[src/rtl/ldm_stm_seq.sv]
// LDM/STM/PUSH/POP sequencer: walks a 15-bit register list and moves one register per accepted bus beat.
// Loads use register-file write port 1. The base-register writeback uses write port 2 in FIN.
module ldm_stm_seq (
    input  logic        CLK,
    input  logic        RST,
    input  logic        START,
    input  logic        LOAD,
    input  logic        DESCEND,
    input  logic        WBACK,
    input  logic [3:0]  BASE_RN,
    input  logic [31:0] BASE_ADDR,
    input  logic [14:0] RLIST,
    output logic        BUSY,
    output logic        DONE,
    output logic        MREQ,
    output logic        MWRITE,
    output logic [31:0] MADDR,
    output logic [31:0] MWDATA,
    input  logic        MREADY,
    input  logic [31:0] MRDATA,
    output logic [3:0]  RA,
    input  logic [31:0] RDATA,
    output logic        WEN1,
    output logic [3:0]  WA1,
    output logic [31:0] DI1,
    output logic        WEN2,
    output logic [3:0]  WA2,
    output logic [31:0] DI2
);

    typedef enum logic [1:0] {IDLE, CALC, XFER, FIN} state_t;

    state_t      state_q, state_d;
    logic        load_q, load_d, desc_q, desc_d, wback_q, wback_d;
    logic [3:0]  rn_q, rn_d;
    logic [31:0] base_q, base_d, final_q, final_d;
    logic [14:0] rlist_q, rlist_d, rem_q, rem_d;
    logic        busy_q, busy_d, done_q, done_d, mreq_q, mreq_d, mwrite_q, mwrite_d;
    logic [31:0] maddr_q, maddr_d, di2_q, di2_d;
    logic [3:0]  ra_q, ra_d, wa2_q, wa2_d;
    logic        wen2_q, wen2_d;

    logic [15:0] rl16;
    logic        wb_ok;
    logic [4:0]  n_cnt;
    logic [31:0] four_n, start_addr, fin_addr;
    logic [14:0] rem_nx;

    function automatic logic [3:0] lowest(input logic [14:0] v);
        lowest = 4'd0;
        for (int i = 14; i >= 0; i--)
            if (v[i]) lowest = 4'(i);
    endfunction

    function automatic logic [4:0] popcnt(input logic [14:0] v);
        popcnt = 5'd0;
        for (int i = 0; i < 15; i++)
            popcnt = popcnt + {4'd0, v[i]};
    endfunction

    // A base register that is also loaded keeps the loaded value; r15 is not in the file.
    assign rl16  = {1'b0, rlist_q};
    assign wb_ok = wback_q && (rn_q != 4'd15) && !(load_q && rl16[rn_q]);

    assign n_cnt      = popcnt(rlist_q);
    assign four_n     = {25'd0, n_cnt, 2'b00};
    assign start_addr = desc_q ? base_q - four_n : base_q;
    assign fin_addr   = desc_q ? base_q - four_n : base_q + four_n;
    assign rem_nx     = rem_q & (rem_q - 15'd1);

    always_comb begin
        state_d  = state_q;
        load_d   = load_q;
        desc_d   = desc_q;
        wback_d  = wback_q;
        rn_d     = rn_q;
        base_d   = base_q;
        rlist_d  = rlist_q;
        final_d  = final_q;
        rem_d    = rem_q;
        busy_d   = busy_q;
        done_d   = 1'b0;
        mreq_d   = mreq_q;
        mwrite_d = mwrite_q;
        maddr_d  = maddr_q;
        ra_d     = ra_q;
        wen2_d   = 1'b0;
        wa2_d    = 4'd0;
        di2_d    = 32'd0;
        case (state_q)
            IDLE: if (START) begin
                state_d = CALC;
                load_d  = LOAD;
                desc_d  = DESCEND;
                wback_d = WBACK;
                rn_d    = BASE_RN;
                base_d  = BASE_ADDR;
                rlist_d = RLIST;
                busy_d  = 1'b1;
            end
            CALC: begin
                final_d = fin_addr;
                if (n_cnt == 5'd0) begin
                    state_d = FIN;
                    done_d  = 1'b1;
                    if (wb_ok) begin
                        wen2_d = 1'b1;
                        wa2_d  = rn_q;
                        di2_d  = fin_addr;
                    end
                end else begin
                    state_d  = XFER;
                    rem_d    = rlist_q;
                    mreq_d   = 1'b1;
                    mwrite_d = !load_q;
                    maddr_d  = {start_addr[31:2], 2'b00};
                    ra_d     = lowest(rlist_q);
                end
            end
            XFER: if (MREADY) begin
                rem_d = rem_nx;
                if (rem_nx == 15'd0) begin
                    state_d  = FIN;
                    mreq_d   = 1'b0;
                    mwrite_d = 1'b0;
                    maddr_d  = 32'd0;
                    ra_d     = 4'd0;
                    done_d   = 1'b1;
                    if (wb_ok) begin
                        wen2_d = 1'b1;
                        wa2_d  = rn_q;
                        di2_d  = final_q;
                    end
                end else begin
                    maddr_d = maddr_q + 32'd4;
                    ra_d    = lowest(rem_nx);
                end
            end
            FIN: begin
                state_d = IDLE;
                busy_d  = 1'b0;
            end
            default: state_d = IDLE;
        endcase
    end

    always_ff @(posedge CLK or posedge RST) begin
        if (RST) begin
            state_q  <= IDLE;
            load_q   <= 1'b0;
            desc_q   <= 1'b0;
            wback_q  <= 1'b0;
            rn_q     <= 4'd0;
            base_q   <= 32'd0;
            rlist_q  <= 15'd0;
            final_q  <= 32'd0;
            rem_q    <= 15'd0;
            busy_q   <= 1'b0;
            done_q   <= 1'b0;
            mreq_q   <= 1'b0;
            mwrite_q <= 1'b0;
            maddr_q  <= 32'd0;
            ra_q     <= 4'd0;
            wen2_q   <= 1'b0;
            wa2_q    <= 4'd0;
            di2_q    <= 32'd0;
        end else begin
            state_q  <= state_d;
            load_q   <= load_d;
            desc_q   <= desc_d;
            wback_q  <= wback_d;
            rn_q     <= rn_d;
            base_q   <= base_d;
            rlist_q  <= rlist_d;
            final_q  <= final_d;
            rem_q    <= rem_d;
            busy_q   <= busy_d;
            done_q   <= done_d;
            mreq_q   <= mreq_d;
            mwrite_q <= mwrite_d;
            maddr_q  <= maddr_d;
            ra_q     <= ra_d;
            wen2_q   <= wen2_d;
            wa2_q    <= wa2_d;
            di2_q    <= di2_d;
        end
    end

    // Data paths follow the live bus/register-file handshake within the beat.
    assign BUSY   = busy_q;
    assign DONE   = done_q;
    assign MREQ   = mreq_q;
    assign MWRITE = mwrite_q;
    assign MADDR  = maddr_q;
    assign RA     = ra_q;
    assign MWDATA = (mreq_q && mwrite_q) ? RDATA : 32'd0;
    assign WEN1   = mreq_q && !mwrite_q && MREADY;
    assign WA1    = WEN1 ? ra_q : 4'd0;
    assign DI1    = WEN1 ? MRDATA : 32'd0;
    assign WEN2   = wen2_q;
    assign WA2    = wa2_q;
    assign DI2    = di2_q;

endmodule
[config.mk]
export PLATFORM = sky130hd
export DESIGN_NAME = ldm_stm_seq
export DESIGN_NICKNAME = d
export VERILOG_FILES = /design/src/rtl/ldm_stm_seq.sv
export SDC_FILE = /design/constraint.sdc
export NUM_CORES = 1
export LEC_CHECK = 0
export BUFFER_PORTS_ARGS = -buffer_cell sky130_fd_sc_hd__buf_2
export CAP_MARGIN = 0
export CORE_AREA = 2 2 127 252
export DETAILED_ROUTE_END_ITERATION = 7
export DIE_AREA = 0 0 129 254
export SETUP_SLACK_MARGIN = 0.05
export SLEW_MARGIN = 30
export SYNTH_ARGS = -nofsm -noshare
export SYNTH_HDL_FRONTEND = slang
export SYNTH_SLANG_ARGS = --single-unit
[constraint.sdc]
create_clock -name CLK -period 7.5 [get_ports CLK]
set_input_delay 0.75 -clock CLK [delete_from_list [all_inputs] [get_ports CLK]]
set_output_delay 0.75 -clock CLK [all_outputs]
set_load 0.005 [all_outputs]
==> impl_metrics.env <==
export IMPL_timing_critical_path_slowest_stage_cell="or4_1"
export IMPL_yosysTopAreaCellShare_pct=41.9
export IMPL_clock_skew_ps=8.85
export IMPL_clk_root_buffer_cell="clkbuf_16"
export IMPL_vias_per_cell=5.38
export IMPL_worst_path_largest_cell_delay_ps=640
export IMPL_cts_hold_bufs=0
export IMPL_period_needed_ps=5990
export IMPL_routability_congestion=0.942
export IMPL_finalWirelength_um=35500
export IMPL_core_region_area_um2=30900
export IMPL_number_of_global_route_vias_before_repair=9182
export IMPL_maxCapViolations=0
export IMPL_tritoncts="yes"
export IMPL_synth_yosys_warnings=0
export IMPL_initial_core_util_pct=34.5
export IMPL_wire_per_inst_um=20.5
export IMPL_cts_setup_buffers=0
export IMPL_status="completed"
export IMPL_period_share_pct=79.8
export IMPL_worst_slew_pin_slew_ps=988
export IMPL_fin_tns_setup_ps=0
export IMPL_synthFlopType="dfrtp_1"
export IMPL_clock_tree_htree_level_count=4
export IMPL_timing_critical_path_arrival_ps=6320
export IMPL_post_synthesis_to_final_layout_area_growth_pct=20.6
export IMPL_worst_setup_hold_path_clk_slew_ps=70
export IMPL_synth_yosys_seq_area_share_pct=41.9
export IMPL_cp_data_required_time_ps=7830
export IMPL_antenna_cells=0
export IMPL_place_area_um2=12300
export IMPL_drc_errors=0
export IMPL_floorplan_io_pins=268
export IMPL_gr_usage_all_layers_pct=21.8
export IMPL_die_w_um=129
export IMPL_worstSetupEndpointType="register"
export IMPL_cp_common_cell="fa_1"
export IMPL_worst_slew_margin_rel_pct=33.5
export IMPL_synth_area_um2=10600
export IMPL_clk_insertion_delay_late_ps=450
export IMPL_max_clock_path_buffers=2
export IMPL_clkSinkCount=178
export IMPL_synth_edf_count=0
export IMPL_hold_fails_final_rpt=0
export IMPL_dieHeight_um=254
export IMPL_synthTopCellsByArea="dfrtp_1 42%, mux2_2 9.3%, a22o_1 2.8%"
export IMPL_final_max_slew_viol_count=0
export IMPL_postCtsResizedCells=0
export IMPL_numPortBuffers=265
export IMPL_grt_first_pass_wirelength_um=53100
export IMPL_achievable_frequency_mhz=167
export IMPL_layout_commonest_cell="buf_2"
export IMPL_total_number_of_nets_in_the_final_design=1453
export IMPL_whs_ps=399
export IMPL_utilization_pct=41.6
export IMPL_detailroute_via_count=9342
export IMPL_critPathMaxFanout=9
export IMPL_first_iter_violations=366
export IMPL_grt_max_degree=74
export IMPL_timing_critical_path_cells="fa_1 > fa_1 > fa_1 > inv_1 > fa_1 > fa_1 > fa_1 > fa_1 > a221o_1 > or4_1 > nor3_2 > o21bai_1 > xor2_1 > mux2_2"
export IMPL_area_of_the_die_um2=32800
export IMPL_ant_nets=0
export IMPL_yosys_cell_types_count=74
export IMPL_antenna_violations_before_repair=1
export IMPL_rsz0062_at_grt="false"
export IMPL_std_cell_rows=91
export IMPL_fillCellCount=3044
export IMPL_timing_final_setup_violations=0
export IMPL_fraction_of_final_layout_cells_with_drive_strength_greater_than_1_pct=31.9
export IMPL_timing_hold_worst_class="in -> async"
export IMPL_asyncSetResetFlopFracSynth_pct=100
export IMPL_dpl_hpwl_um=27300
export IMPL_cts_buffers_inserted=17
export IMPL_critical_path_startpoint_type="register"
export IMPL_total_congestion_overflow_after_global_routing=0
export IMPL_postSynthCellCount=1084
export IMPL_layout_cells_most_common_list="265 x buf_2, 178 x dfrtp_1, 88 x mux2_2"
export IMPL_yosys_area_top_type="dfrtp_1"
export IMPL_dr_pass1_iters=5
export IMPL_final_area_um2=12800
export IMPL_synthesized_area_per_cell_um2=9.82
export IMPL_crit_type="reg -> reg"
export IMPL_yosys_register_bits=178
## per-stage QoR
stage                     cells  setup slack (ps)
after floorplan            1085              1920
after global placement     1703              1640
after detailed placement   1703              1570
after CTS                  1735              1550
after global routing       1735              1260
final                      1735              1510
## worst max-delay path: cells and delay by family, from the launching register on
kind,cells,cell delay [ps]
adder cells (fa/ha/maj),7,3500
AND/OR/NAND/NOR,2,880
AO/OA/AOI/OAI,2,610
flip-flops,1,460
multiplexers,1,270
XOR/XNOR,1,100
buffers and inverters,1,50
## registers in the layout, indices dropped and copies added (netlist names)
signal and flops:
DI2 32, base_q 32, final_q 32, MADDR 30, rem_q 15, rlist_q 15
RA 4, WA2 4, rn_q 4, state_q 2, BUSY 1, DONE 1
MREQ 1, MWRITE 1, WEN2 1, desc_q 1, load_q 1, wback_q 1
## final cells by class
type	count	area, um^2	area share (%)
Clock buffer	22	454	3.54
Clock inverter	10	103	0.800
Inverter	47	181	1.41
Multi-Input combinational cell	780	5670	44.2
Sequential cell	178	4450	34.7
Tap cell	418	523	4.08
Timing Repair Buffer	280	1440	11.2
## layer usage
metal	GRT usage [%]	part of all wire, %
met1	20.5	34
met2	43.0	57
met3	3.35	4.2
met4	12.4	5.3
met5	0	0.037
## final timing paths
check | depth (start not counted) | slack (ps) | start | end
max in group asynchronous | 3 | 5920 | RST | MADDR[25]$_DFFE_PP0P_
min in group CLK | 1 | 490 | final_q[2]$_DFFE_PP0P_ | DI2[2]$_DFF_PP0_
hold reg to reg | 1 | 490 | final_q[2]$_DFFE_PP0P_ | DI2[2]$_DFF_PP0_
setup / recovery | 14 | 1510 | rlist_q[0]$_DFFE_PP0P_ | final_q[28]$_DFFE_PP0P_
setup reg to reg | 14 | 1510 | rlist_q[0]$_DFFE_PP0P_ | final_q[28]$_DFFE_PP0P_
hold / removal | 2 | 400 | RST | base_q[0]$_DFFE_PP0P_
## synth_stat cells (all sizes together) (11+ instances only)
master / number
dfrtp: 178
mux2: 88
nor2: 79
nand2: 66
clkbuf: 61
o21ai: 51
and2: 47
inv: 47
and3: 46
a22o: 34
a21oi: 33
nand3: 32
xor2: 30
nor3: 26
xnor2: 26
a221o: 21
buf: 19
ha: 15
nand4: 13
nor2b: 13
fa: 12
o22ai: 11
## cells by family after synthesis
kind of cell	after synthesis	synth area share (%)
AND/OR/NAND/NOR	368	18.6
AO/OA/AOI/OAI	225	15.1
flip-flops	178	41.9
buffers and inverters	127	4.93
multiplexers	99	10.6
XOR/XNOR	56	4.61
adder cells (fa/ha/maj)	30	4.30
other	1	0.0352
Power is left out: the tool's default activity adds up to more than one toggle a clock period on the data nets, which glitch-free logic cannot reach.
